==> config.mk <==
export PLATFORM = sky130hd
export DESIGN_NAME = mic1_mem_serdes_flat
export DESIGN_NICKNAME = d
export VERILOG_FILES = /design/src/rtl/mic1_mem_serdes_if.sv /design/src/rtl/mic1_mem_serdes.sv /design/src/flat_wrapper.sv
export SDC_FILE = /design/constraint.sdc
export NUM_CORES = 1
export LEC_CHECK = 0
export ABC_AREA = 1
export CELL_PAD_IN_SITES_DETAIL_PLACEMENT = 1
export CELL_PAD_IN_SITES_GLOBAL_PLACEMENT = 2
export CORE_MARGIN = 5
export CORE_UTILIZATION = 25
export CTS_CLUSTER_DIAMETER = 120
export DETAILED_ROUTE_END_ITERATION = 10
export GPL_TIMING_DRIVEN = 0
export PLACE_DENSITY_LB_ADDON = 0.25
export SLEW_MARGIN = 10
export SYNTH_ARGS = -nofsm -noshare
export SYNTH_HDL_FRONTEND = slang
export SYNTH_SLANG_ARGS = --single-unit
==> constraint.sdc <==
create_clock -name clk -period 6.2 [get_ports clk]
set_input_delay 1.86 -clock clk [delete_from_list [all_inputs] [get_ports clk]]
set_output_delay 1.86 -clock clk [all_outputs]
set_load 0.005 [all_outputs]
==> src/rtl/mic1_mem_serdes_if.sv <==
// Bundles the core request/response handshake and the pad-side beat bus
// of the MIC-1 memory serdes; slave is the serdes view, master the environment.
interface mic1_mem_serdes_if #(
    parameter int unsigned ADDR_W = 32,
    parameter int unsigned DATA_W = 32,
    parameter int unsigned BUS_W  = 8
);
    logic              req_valid;
    logic              req_ready;
    logic              req_we;
    logic              req_byte;
    logic [ADDR_W-1:0] req_addr;
    logic [DATA_W-1:0] req_wdata;
    logic              rsp_valid;
    logic              rsp_ready;
    logic [DATA_W-1:0] rsp_rdata;
    logic              rsp_err;
    logic [BUS_W-1:0]  ext_out;
    logic              ext_oe;
    logic [1:0]        ext_phase;
    logic              ext_valid;
    logic              ext_ack;
    logic [BUS_W-1:0]  ext_in;

    modport slave (
        input  req_valid, req_we, req_byte, req_addr, req_wdata, rsp_ready, ext_ack, ext_in,
        output req_ready, rsp_valid, rsp_rdata, rsp_err, ext_out, ext_oe, ext_phase, ext_valid
    );

    modport master (
        output req_valid, req_we, req_byte, req_addr, req_wdata, rsp_ready, ext_ack, ext_in,
        input  req_ready, rsp_valid, rsp_rdata, rsp_err, ext_out, ext_oe, ext_phase, ext_valid
    );
endinterface

==> src/rtl/mic1_mem_serdes.sv <==
// MIC-1 bus interface unit: serialises one MAR/MDR request into BUS_W-wide
// address and data beats with per-beat ack, wait states and a beat timeout.
module mic1_mem_serdes #(
    parameter int unsigned ADDR_W  = 32,
    parameter int unsigned DATA_W  = 32,
    parameter int unsigned BUS_W   = 8,
    parameter int unsigned TIMEOUT = 255
) (
    input  logic              clk,
    input  logic              rst,
    mic1_mem_serdes_if.slave  bus
);
    localparam int unsigned AB     = ADDR_W / BUS_W;
    localparam int unsigned DB     = DATA_W / BUS_W;
    localparam int unsigned NB_MAX = (AB > DB) ? AB : DB;
    localparam int unsigned BEAT_W = (NB_MAX > 1) ? $clog2(NB_MAX) : 1;
    localparam int unsigned CNT_W  = (TIMEOUT > 0) ? $clog2(TIMEOUT + 1) : 1;

    localparam logic [BEAT_W-1:0] AB_LAST = BEAT_W'(AB - 1);
    localparam logic [BEAT_W-1:0] DB_LAST = BEAT_W'(DB - 1);
    localparam logic [CNT_W-1:0]  CNT_LIM = CNT_W'(TIMEOUT);

    typedef enum logic [2:0] {
        S_IDLE,
        S_ADDR,
        S_WDATA,
        S_RDATA,
        S_RESP
    } state_t;

    state_t            r_state, w_state_nxt;
    logic [BEAT_W-1:0] r_beat,  w_beat_nxt;
    logic [CNT_W-1:0]  r_cnt,   w_cnt_nxt;
    logic [ADDR_W-1:0] r_addr,  w_addr_nxt;
    logic [DATA_W-1:0] r_wdata, w_wdata_nxt;
    logic [DATA_W-1:0] r_rdata, w_rdata_nxt;
    logic              r_we,    w_we_nxt;
    logic              r_byte,  w_byte_nxt;
    logic              r_err,   w_err_nxt;
    logic              w_in_beat;
    logic              w_last_data;
    logic              w_timeout;

    always_ff @(posedge clk or posedge rst) begin
        if (rst) begin
            r_state <= S_IDLE;
            r_beat  <= '0;
            r_cnt   <= '0;
            r_addr  <= '0;
            r_wdata <= '0;
            r_rdata <= '0;
            r_we    <= 1'b0;
            r_byte  <= 1'b0;
            r_err   <= 1'b0;
        end else begin
            r_state <= w_state_nxt;
            r_beat  <= w_beat_nxt;
            r_cnt   <= w_cnt_nxt;
            r_addr  <= w_addr_nxt;
            r_wdata <= w_wdata_nxt;
            r_rdata <= w_rdata_nxt;
            r_we    <= w_we_nxt;
            r_byte  <= w_byte_nxt;
            r_err   <= w_err_nxt;
        end
    end

    always_comb begin
        w_state_nxt   = r_state;
        w_beat_nxt    = r_beat;
        w_cnt_nxt     = r_cnt;
        w_addr_nxt    = r_addr;
        w_wdata_nxt   = r_wdata;
        w_rdata_nxt   = r_rdata;
        w_we_nxt      = r_we;
        w_byte_nxt    = r_byte;
        w_err_nxt     = r_err;
        w_in_beat     = 1'b0;
        w_last_data   = r_byte || (r_beat == DB_LAST);
        w_timeout     = (TIMEOUT != 0) && (r_cnt == CNT_LIM);
        bus.req_ready = 1'b0;
        bus.rsp_valid = 1'b0;
        bus.rsp_rdata = '0;
        bus.rsp_err   = 1'b0;
        bus.ext_out   = '0;
        bus.ext_oe    = 1'b0;
        bus.ext_phase = 2'b00;
        bus.ext_valid = 1'b0;

        case (r_state)
            S_IDLE: begin
                bus.req_ready = 1'b1;
                if (bus.req_valid) begin
                    w_addr_nxt  = bus.req_addr;
                    w_wdata_nxt = bus.req_wdata;
                    w_we_nxt    = bus.req_we;
                    w_byte_nxt  = bus.req_byte;
                    w_beat_nxt  = '0;
                    w_cnt_nxt   = '0;
                    w_rdata_nxt = '0;
                    w_err_nxt   = 1'b0;
                    w_state_nxt = S_ADDR;
                end
            end
            S_ADDR: begin
                w_in_beat     = 1'b1;
                bus.ext_valid = 1'b1;
                bus.ext_oe    = 1'b1;
                bus.ext_phase = 2'b01;
                bus.ext_out   = r_addr[r_beat*BUS_W +: BUS_W];
                if (bus.ext_ack) begin
                    if (r_beat == AB_LAST) begin
                        w_beat_nxt  = '0;
                        w_state_nxt = r_we ? S_WDATA : S_RDATA;
                    end else begin
                        w_beat_nxt = r_beat + 1'b1;
                    end
                end
            end
            S_WDATA: begin
                w_in_beat     = 1'b1;
                bus.ext_valid = 1'b1;
                bus.ext_oe    = 1'b1;
                bus.ext_phase = 2'b10;
                bus.ext_out   = r_wdata[r_beat*BUS_W +: BUS_W];
                if (bus.ext_ack) begin
                    if (w_last_data) w_state_nxt = S_RESP;
                    else             w_beat_nxt  = r_beat + 1'b1;
                end
            end
            S_RDATA: begin
                w_in_beat     = 1'b1;
                bus.ext_valid = 1'b1;
                bus.ext_phase = 2'b11;
                if (bus.ext_ack) begin
                    w_rdata_nxt[r_beat*BUS_W +: BUS_W] = bus.ext_in;
                    if (w_last_data) w_state_nxt = S_RESP;
                    else             w_beat_nxt  = r_beat + 1'b1;
                end
            end
            S_RESP: begin
                bus.rsp_valid = 1'b1;
                bus.rsp_rdata = r_rdata;
                bus.rsp_err   = r_err;
                if (bus.rsp_ready) w_state_nxt = S_IDLE;
            end
            default: w_state_nxt = S_IDLE;
        endcase

        // Shared beat timer: an ack on the limit cycle is handled above and wins.
        if (w_in_beat) begin
            if (bus.ext_ack) begin
                w_cnt_nxt = '0;
            end else if (w_timeout) begin
                w_state_nxt = S_RESP;
                w_err_nxt   = 1'b1;
                w_rdata_nxt = '0;
            end else begin
                w_cnt_nxt = r_cnt + 1'b1;
            end
        end
    end
endmodule

==> src/flat_wrapper.sv <==
// flat-port wrapper written by rule: the top's interface ports become plain ports
module mic1_mem_serdes_flat 
#(
    parameter int unsigned ADDR_W  = 32,
    parameter int unsigned DATA_W  = 32,
    parameter int unsigned BUS_W   = 8,
    parameter int unsigned TIMEOUT = 255
)
  (clk, rst, bus_req_valid, bus_req_we, bus_req_byte, bus_req_addr, bus_req_wdata, bus_rsp_ready, bus_ext_ack, bus_ext_in, bus_req_ready, bus_rsp_valid, bus_rsp_rdata, bus_rsp_err, bus_ext_out, bus_ext_oe, bus_ext_phase, bus_ext_valid);
  mic1_mem_serdes_if #(.ADDR_W(ADDR_W), .DATA_W(DATA_W), .BUS_W(BUS_W)) bus_i ();
  input  logic clk;
  input  logic rst;
  input wire logic [$bits(bus_i.req_valid)-1:0] bus_req_valid;
  input wire logic [$bits(bus_i.req_we)-1:0] bus_req_we;
  input wire logic [$bits(bus_i.req_byte)-1:0] bus_req_byte;
  input wire logic [$bits(bus_i.req_addr)-1:0] bus_req_addr;
  input wire logic [$bits(bus_i.req_wdata)-1:0] bus_req_wdata;
  input wire logic [$bits(bus_i.rsp_ready)-1:0] bus_rsp_ready;
  input wire logic [$bits(bus_i.ext_ack)-1:0] bus_ext_ack;
  input wire logic [$bits(bus_i.ext_in)-1:0] bus_ext_in;
  output wire logic [$bits(bus_i.req_ready)-1:0] bus_req_ready;
  output wire logic [$bits(bus_i.rsp_valid)-1:0] bus_rsp_valid;
  output wire logic [$bits(bus_i.rsp_rdata)-1:0] bus_rsp_rdata;
  output wire logic [$bits(bus_i.rsp_err)-1:0] bus_rsp_err;
  output wire logic [$bits(bus_i.ext_out)-1:0] bus_ext_out;
  output wire logic [$bits(bus_i.ext_oe)-1:0] bus_ext_oe;
  output wire logic [$bits(bus_i.ext_phase)-1:0] bus_ext_phase;
  output wire logic [$bits(bus_i.ext_valid)-1:0] bus_ext_valid;
  assign bus_i.req_valid = bus_req_valid;
  assign bus_i.req_we = bus_req_we;
  assign bus_i.req_byte = bus_req_byte;
  assign bus_i.req_addr = bus_req_addr;
  assign bus_i.req_wdata = bus_req_wdata;
  assign bus_i.rsp_ready = bus_rsp_ready;
  assign bus_i.ext_ack = bus_ext_ack;
  assign bus_i.ext_in = bus_ext_in;
  assign bus_req_ready = bus_i.req_ready;
  assign bus_rsp_valid = bus_i.rsp_valid;
  assign bus_rsp_rdata = bus_i.rsp_rdata;
  assign bus_rsp_err = bus_i.rsp_err;
  assign bus_ext_out = bus_i.ext_out;
  assign bus_ext_oe = bus_i.ext_oe;
  assign bus_ext_phase = bus_i.ext_phase;
  assign bus_ext_valid = bus_i.ext_valid;
  mic1_mem_serdes #(.ADDR_W(ADDR_W), .DATA_W(DATA_W), .BUS_W(BUS_W), .TIMEOUT(TIMEOUT)) u_core (.clk(clk), .rst(rst), .bus(bus_i));
endmodule
==> results.toml <==
[outcome]
status = "finished, final reports clean"

[clock_tree]
holdBufCountCts = 0
cts_tree = "yes"
cts_sinks = 112
htree_levels = 3
cts_inserted_buffers = 9
clkLatencyLatePin_ns = 0.36
cts.path.max_buffers = 2
clkTransAtPathRegs_ns = 0.08
postCtsSetupRepairBufs = 0
cts_resized = 0
root_buffer = "clkbuf_16"

[synthesis]
synthTopCellsByArea = "dfrtp_1, nand2_1, inv_1, nand3_1, o21ai_0"
synthesis.area_sq_mm = 0.006127
ys_seq_elements = 112
yosysWarnings = 0
synth_nets = 967
yosysTopAreaCell = "dfrtp_1"
synth_common_cells = "nand2_1, inv_1, dfrtp_1"
yosysMostFrequentCell = "nand2_1"
ys_seq_area_share_pct = 45.74
async_flop_share_pct = 100.0
ys_types = 28
syn_inst = 881
avgSynthCellArea_sq_um = 6.955
synth_top_flop_cell = "dfrtp_1"
synth_top_area_share_pct = 45.74
synth_edf_count = 0

[sta]
hold_violations = 0
fin_ws_ns = 1.671
finalMaxSlewViolations = 0
period_needed_ns = 4.529
hold-worst-slack_ns = 0.4849
worstMarginPinSlew_ns = 0.6654
fmax_mhz = 220.8
min_period_over_period_pct = 73.05
rsz0062_at_grt = "no"
fin_worst_skew_ns = 0.005013
maxSlewHeadroom_pct = 55.64
fin_tns_setup_ns = 0
setup_viol_count_final = 0

[cells_and_area]
register_area_sq_mm = 0.002803
final_cells = 1345
nFillCells = 3086
n_antenna_cell = 0
multi_input_area_sq_mm = 0.002629
layout.nets = 1103
area_growth_pct = 31.96
drive_gt1_share_pct = 4.799

[drt]
finalWirelength_mm = 21.68
drtAntennaViolNets = 0
wl_per_cell_um = 16.12
num_vias = 5886
viasPerCell = 4.376
drt_pass1_iterations = 4
drt_iter0_drc = 282
drc = 0

[floorplanning]
die_area_sq_mm = 0.02774
rows = 57
die_w_um = 166.6
start_util_pct = 25.27
dieHeight_um = 166.6
core_sq_mm = 0.02425
ios = 126

[placement]
pre_cts_ws_ns = 2.064
dp.cells = 1330
place.gp.congestion = 0.8027
portBuffers = 124
dp_hpwl_mm = 16.54

[critical_path]
critPathMaxFanout = 10
worstPathCellList = "inv_1, clkbuf_1, nand2_1, nor2_1, nor2_1, nor2_1, clkdlybuf4s50_1"
critical_path_class = "flop to output pin"
required_ns = 4.34
startpoint_type = "flop"
rrSetupSlack_ns = 3.59
max_stage_delay_ns = 0.54
path_common_cell = "nor2_1"
crit_arrival_ns = 2.67
crit_family = "buffers and inverters"
cp.depth = 7
critPathBufInv = 3
rr_worst_depth = 9
critPathSlowestCell = "clkdlybuf4s50_1"
endpoint_kind = "output pin"

[power]
ir_worst_vdd_mv = 0.2082
p_leak_uw = 0.003717
total_power_uw = 3157
p_per_area_mw_per_mm2 = 390.4

[global_route]
antenna_found_initial = 0
groute.usage.overall_pct = 15.73
grt_first_pass_wirelength_mm = 35.05
first_global_vias = 6335
grt_start_max_net_pins = 85
overflow = 0

[min_path]
holdPathStages = 2
hold_class = "flop to flop"

[job]
drv_cap = 0
registers in the layout, summed over array words and instances (netlist names):
register,cells
u_core.r_state,3
u_core.r_rdata,32
u_core.r_addr,32
u_core.r_beat,2
u_core.r_cnt,8
u_core.r_wdata,32
u_core.r_err,1
u_core.r_byte,1
u_core.r_we,1
cells in the final DEF, fill, tap and decap left out, drive strengths merged:
master           n
ha               7
buf             25
nor2            96
dfrtp          112
nand4            3
clkdlybuf4s50  124
clkinv           3
nand3           81
o22ai            1
clkinvlp         1
nand3b           1
a31oi            1
clkbuf          24
or2              1
a21oi           34
o21ai           83
o31ai            1
nor3             9
nand2          280
inv            134
cells by family (layout without fill, tap and decap cells):
| logic type | Yosys count | after routing | synth area share (%) |
|---|---|---|---|
| AOI/OAI and AO/OA | 120 | 120 | 9.945 |
| adders and majority gates | 7 | 7 | 1.429 |
| buffers and inverters | 171 | 311 | 11.35 |
| DFF | 112 | 112 | 45.74 |
| and+or+nand+nor | 471 | 471 | 31.53 |
stage by stage:
step / area (sq um) / utilization (%)
finish: 8085 / 33.34
detailed placement: 7806 / 32.19
floorplan: 6127 / -
CTS: 8085 / 33.34
global placement: 7774 / 32.06
global route: 8085 / 33.34
layer usage:
| metal | wire length [um] | vias to the layer above | global-route usage [%] |
|---|---|---|---|
| li1 | - | 2982 | - |
| met1 | 10410 | 2795 | 21.27 |
| met2 | 10270 | 94 | 26.63 |
| met3 | 774 | 15 | 2.726 |
| met4 | 232 | 0 | 3.237 |
| met5 | 0 | - | 0 |
where the power goes:
part	switching, uW	internal [uW]
combinational	975	520
clock	316	279
sequential	98.6	967
total	1390	1770
path summary, 6_finish.rpt:
path	start	endpoint
worst max-delay path	u_core.r_beat[0]$_DFFE_PP0P_	bus_ext_out[7]
worst min-delay path	u_core.r_wdata[3]$_DFFE_PP0P_	u_core.r_wdata[3]$_DFFE_PP0P_
worst max register to register	u_core.r_beat[0]$_DFFE_PP0P_	u_core.r_rdata[14]$_DFF_PP0_
worst min register to register	u_core.r_wdata[3]$_DFFE_PP0P_	u_core.r_wdata[3]$_DFFE_PP0P_
max in group asynchronous	rst	u_core.r_addr[17]$_DFFE_PP0P_
min in group asynchronous	rst	u_core.r_cnt[1]$_DFF_PP0_
tightest hold or removal path: cells and delay by family (launching register included):
kind,cells,cell delay [ns]
and+or+nand+nor,2,0.10
DFF,1,0.35
area by class of cell:
cell class | instances | share of cell area [%]
Sequential cell | 112 | 34.66
Multi-Input combinational cell | 598 | 32.51
Inverter | 132 | 6.190
Buffer | 39 | 2.476
Tap cell | 324 | 5.014
Clock buffer | 9 | 2.786
Timing Repair Buffer | 125 | 15.69
Clock inverter | 6 | 0.6654
(Power assumes the default switching activity.)
